[src/rtl/rr_merge_2_1.sv]
// Two-input round-robin stream merge with a registered output stage and source tag.
// Optional per-channel accept counters are enabled by defining RR_MERGE_STATS_EN.
module rr_merge_2_1 #(
    parameter int WIDTH = 8
) (
    input  logic             clk,
    input  logic             rst,
    input  logic             in0_valid,
    input  logic [WIDTH-1:0] in0_data,
    output logic             in0_ready,
    input  logic             in1_valid,
    input  logic [WIDTH-1:0] in1_data,
    output logic             in1_ready,
    output logic             out_valid,
    output logic [WIDTH-1:0] out_data,
    output logic             out_src,
`ifdef RR_MERGE_STATS_EN
    output logic [15:0]      cnt0,
    output logic [15:0]      cnt1,
`endif
    input  logic             out_ready
);

    logic prio;
    logic space;
    logic grant;
    logic accept;

    always_comb begin
        space  = !out_valid || out_ready;
        grant  = (in0_valid && in1_valid) ? prio : in1_valid;
        // Readys are held low during reset, when the cleared register would otherwise report space.
        accept    = space && (in0_valid || in1_valid) && !rst;
        in0_ready = accept && !grant;
        in1_ready = accept && grant;
    end

    always_ff @(posedge clk or posedge rst) begin
        if (rst) begin
            out_valid <= 1'b0;
            out_data  <= '0;
            out_src   <= 1'b0;
            prio      <= 1'b0;
        end else if (accept) begin
            out_valid <= 1'b1;
            out_data  <= grant ? in1_data : in0_data;
            out_src   <= grant;
            prio      <= ~grant;
        end else if (out_ready) begin
            out_valid <= 1'b0;
        end
    end

`ifdef RR_MERGE_STATS_EN
    always_ff @(posedge clk or posedge rst) begin
        if (rst) begin
            cnt0 <= '0;
            cnt1 <= '0;
        end else begin
            if (in0_valid && in0_ready) cnt0 <= cnt0 + 16'd1;
            if (in1_valid && in1_ready) cnt1 <= cnt1 + 16'd1;
        end
    end
`endif

endmodule

[config.mk]
export PLATFORM = sky130hd
export DESIGN_NAME = rr_merge_2_1
export DESIGN_NICKNAME = d
export VERILOG_FILES = /design/src/rtl/rr_merge_2_1.sv
export SDC_FILE = /design/constraint.sdc
export NUM_CORES = 1
export LEC_CHECK = 0
export ABC_AREA = 1
export CAP_MARGIN = 0
export CORE_MARGIN = 2
export CORE_UTILIZATION = 31
export CTS_CLUSTER_DIAMETER = 50
export DETAILED_ROUTE_END_ITERATION = 6
export PLACE_DENSITY = 0.67
export SLEW_MARGIN = 20
export SYNTH_ARGS = -nofsm -noshare
export SYNTH_HDL_FRONTEND = slang
export SYNTH_SLANG_ARGS = --single-unit
[constraint.sdc]
create_clock -name clk -period 1.4 [get_ports clk]
set_input_delay 0.21 -clock clk [delete_from_list [all_inputs] [get_ports clk]]
set_output_delay 0.21 -clock clk [all_outputs]
set_load 0.05 [all_outputs]
After elaboration in Yosys (flattened, before gate mapping)
Index checks and enable logic that the tools add are counted.
Widths: inputs -> output; s select.
{"block": "totals", "ff_bits": 11, "input_bits": 21, "out_inout_bits": 12, "wordCells": 20}
{"block": "classes", "n_mux": 4, "bitwise_logic": 1, "n_reduce_logical": 11}
{"op": "$mux 8", "n": 1}
{"op": "$logic_and 1x1->1", "n": 5}
{"op": "$logic_not 1->1", "n": 3}
{"op": "$mux 1", "n": 3}
{"op": "$logic_or 1x1->1", "n": 2}
{"op": "$reduce_bool 2->1", "n": 1}
{"op": "$not 1->1", "n": 1}

Longest topological paths before layout
Gate-level depths: netlist of run 1.
{"block": "depth", "word_depth": 5, "mapped_depth": 7, "ltp_nobuf": 7}

Worst setup path after synthesis of run 1
OpenSTA, ideal clock, no wires.
{"block": "synth_timing", "path_kind": "register -> register", "from": "reg out_valid", "to": "reg out_src", "setup_ns": 0.068, "arrival_ns": 1.713, "required_time_ns": 1.332, "path_slack_ns": -0.381, "path_stages_with_launch": 6, "n_path_buf": 0, "period_less_slack_ns": 1.781, "path_cell_list": "dfrtp_1 nand2_2 nand2_2 nor2_1 inv_1 nand2_1"}
{"block": "synth_between", "elab_chain_cells": 4}
{"element": "from (decl)", "line": "14", "rtl": "output logic out_valid,"}
{"element": "from (signal assigned)", "line": "40", "rtl": "out_valid <= 1'b0;"}
{"element": "from (signal assigned)", "line": "45", "rtl": "out_valid <= 1'b1;"}
{"element": "from (signal assigned)", "line": "50", "rtl": "out_valid <= 1'b0;"}
{"element": "$logic_not 1->1", "line": "30", "rtl": "space = !out_valid || out_ready;"}
{"element": "$logic_or 1x1->1", "line": "30"}
{"element": "$logic_and 1x1->1 (2 in a row)", "line": "33", "rtl": "accept = space && (in0_valid || in1_valid) && !rst;"}
{"element": "to (signal assigned)", "line": "47", "rtl": "out_src <= grant;"}
{"element": "to (decl)", "line": "16", "rtl": "output logic out_src,"}
No other way between the ends.
A chain may end at the register's enable or synchronous reset.

Worst setup path after layout of run 1
{"block": "layout_timing", "from": "reg out_valid", "to": "out in0_ready"}
{"block": "layout_between", "elab_chain_cells": 5}
{"element": "$logic_not 1->1", "line": "30"}
{"element": "$logic_or 1x1->1", "line": "30"}
{"element": "$logic_and 1x1->1 (2 in a row)", "line": "33"}
{"element": "$logic_and 1x1->1", "line": "34", "rtl": "in0_ready = accept && !grant;"}
{"element": "to (decl)", "line": "10", "rtl": "output logic in0_ready,"}
No other way between the ends.

==> impl_metrics.ini, run 1 <==
[yosys]
syn_avg_cell_area_um2 = 7.68
synth-xor-area-share_pct = 0
synthMuxAreaShare_pct = 0
synth_compound_area_share_pct = 0.835
netlist_instances = 78
ys_ff_latch = 11
synth_cell_types = 12
yosysTopAreaCell = dfrtp_1
synth_top_area_share_pct = 45.9
synth_top_family_by_area = simple AND/OR/NAND/NOR gates
seq_area_frac_synth_pct = 45.9
syn-num-nets = 99
ys_warn_count = 0
synthSimpleGateAreaFrac_pct = 48.2
synth_adder_area_share_pct = 0
synthTopCellsByArea = dfrtp_1, nand2_1, nand3_1, nand2_4, nor2_4
synth_area_um2 = 599

[worst_setup_path]
r2r_setup_slack_ns = 0.21
worstPathArrival_ns = 1.20
cpMaxStageDelayCell = dfrtp_2
r2r_start = out_valid
end_kind = output port
rr_worst_depth = 7
crit_chain = nand2_4 > nand2_4 > nor2_4 > nand2_2 > clkinvlp_4 > buf_12
cp_common_cell = nand2_4
crit_type = reg2out
crit_required_ns = 1.19
regToRegEndpoint = prio
critical_path.max_stage_delay_ns = 0.43
critPathLaunchType = register
cp_max_fo = 2

[global_routing]
grt_max_degree = 12
grt_pass1_vias = 621
gr-total-overflow = 0
grt_pass1_wl_mm = 2.60
use_met1_pct = 18.9
grtUsageMet3_pct = 3.40
antenna_found_initial = 0
track_usage_pct = 17.1
busiest_layer = met2
groute.layer.met2.usage_pct = 30.1

[detailed_routing]
wl_per_cell_um = 11.1
viasPerCell = 4.38
vias = 661
drt.antenna.violating_nets = 0
drc = 0
drt_iter0_drc = 4
wl_mm = 1.68
dr.pass1.iters = 4

[sta]
drv_slew = 0
rsz0062_at_grt = yes
relSlewSlack_pct = 83.3
finalSetupViolCount = 1
hold_viol_final = 0
worst_slew_pin_slew_ns = 0.251
period_share_pct = 101
max_freq_mhz = 711
skew_ns = 0.00309
finalCriticalPeriod_ns = 1.41
fin_ws_ns = -0.00736

[power_and_ir_drop]
irDropWorstVdd_v = 0.000724
p_int_uw = 841
p_sw_uw = 528
p_leak_nw = 0.615
pwr-share-clk_pct = 16.0
comb_power_share_pct = 52.2
power_mw = 1.37
swShare_pct = 38.6
power_density_mw_per_mm2 = 1140
p_seq_share_pct = 31.8

[run]
maxCapViolations = 0

[clock_network]
cts.htree.levels = 1
cts_buffers = 3
clk_latency_ns = 0.27
clock-sinks = 11
cts_buffer_depth = 2
cts_root_buffer = clkbuf_4
cts_tree = done
clk_pin_slew_ns = 0.07

[place]
gp_congestion = 0.801
port_buffers = 32
dp_hpwl_mm = 1.36
dpl_worst_slack_ns = -0.111

[die]
dieArea_mm2 = 0.00230
die_w_um = 48.0
core_mm2 = 0.00176
io_pins = 33
die_h_um = 48.0
start_util_pct = 34.0
rows = 15

[final_layout]
nNetsFinal = 148
drive_gt1_share_pct = 32.5
insertedDiodeCount = 0
areaGrowthSynthToFinish_pct = 99.8

[worst_hold_path]
holdCritPathClass = in2async

[outcome]
status = complete, but fails checks
violations = setup timing
[per-stage QoR]
step                      cell area (µm²)  hold WS (ns)  utilization, %  setup TNS [ns]  std cells
after floorplan                       617         0.123               -        -0.00159         78
after global placement               1140         0.518            64.9          -0.152        143
after detailed placement             1140         0.530            64.9          -0.188        143
after CTS                            1190         0.450            67.4         -0.0180        150
after global routing                 1200         0.484            67.9         -0.0969        151
final                                1200         0.446            67.9        -0.00736        151
[per-layer routing]
metal,up-vias,share of wire [%]
met2,18,57
met3,0,4.3
met1,303,38
met5,-,0
li1,340,-
met4,0,0
[cells in the final DEF, fill, tap and decap left out, types with 3 or more instances in the layout]
cell type        instances
buf_12                  12
buf_4                   13
clkbuf_4                 3
clkdlybuf4s50_1         17
dfrtp_1                 10
dlygate4sd2_1            3
nand2_1                 43
nand2_4                  4
nand3_1                  8
[state kept, by name, summed over array words and instances, names as in the netlist]
| register | flops |
|---|---|
| out_data | 8 |
| out_src | 1 |
| out_valid | 1 |
| prio | 1 |
[Yosys cell counts]
library cell and number:
buf_6 1, nand2_1 43, inv_2 1, nand3_1 8
inv_1 4, nand2_4 2, dfrtp_1 11, nor2_1 1
nor2_4 2, nand2_2 3, nand3b_4 1, o21ai_1 1
[logic make-up after synthesis]
logic type             Yosys count
AO/OA/AOI/OAI                    1
buffers and inverters            6
flip-flops                      11
AND/OR/NAND/NOR                 60
[worst max-delay path, delay by kind of cell, from the launching register on]
family	cells	cell delay, ns
buffers and inverters	2	0.21
DFF	1	0.43
and+or+nand+nor	4	0.30
[power by group through the flow]
stage / combinational (mW) / sequential [mW] / clock (mW)
2_1_floorplan: 0.160 / 0.601 / 0
3_3_place_gp: 0.699 / 0.441 / 0
3_5_place_dp: 0.707 / 0.444 / 0
4_1_cts: 0.719 / 0.436 / 0.229
5_1_grt: 0.761 / 0.443 / 0.243
6_report: 0.715 / 0.435 / 0.219
[worst max path at each step]
stage                   start         to  slack, ns  cells after the start
floorplan           out_valid  in0_ready     -0.002                      5
global placement    in1_valid  in0_ready       -0.1                      6
detailed placement  in1_valid  in0_ready      -0.11                      6
CTS                 out_valid  in0_ready      -0.02                      6
global route        out_valid  in0_ready      -0.07                      6
finish              out_valid  in0_ready     -0.007                      6
[area by class of cell]
| type | count | area (µm²) |
|---|---|---|
| clock buffer | 4 | 26.3 |
| fill | 163 | 567 |
| inverter | 5 | 22.5 |
| multi-input combinational | 61 | 307 |
| sequential | 11 | 277 |
| tap | 25 | 31.3 |
| timing repair buffer | 45 | 534 |
[what timing repair did]
item                                   4_1_cts  5_1_grt
endpoints found under the hold margin        0        0
resized for setup                            3        1
setup endpoints to repair                    2        2
hold buffers                                 0        0
buffers inserted                             3        1
pin swaps                                    2        0
(Power assumes the default switching activity.)
==> run 2: changes to the inputs <==
CTS_CLUSTER_SIZE = 24   (was not set)
SKIP_LAST_GASP = 1   (was not set)
==> results of run 2 <==
Final layout, timing and power as in run 1 (identical DEF).
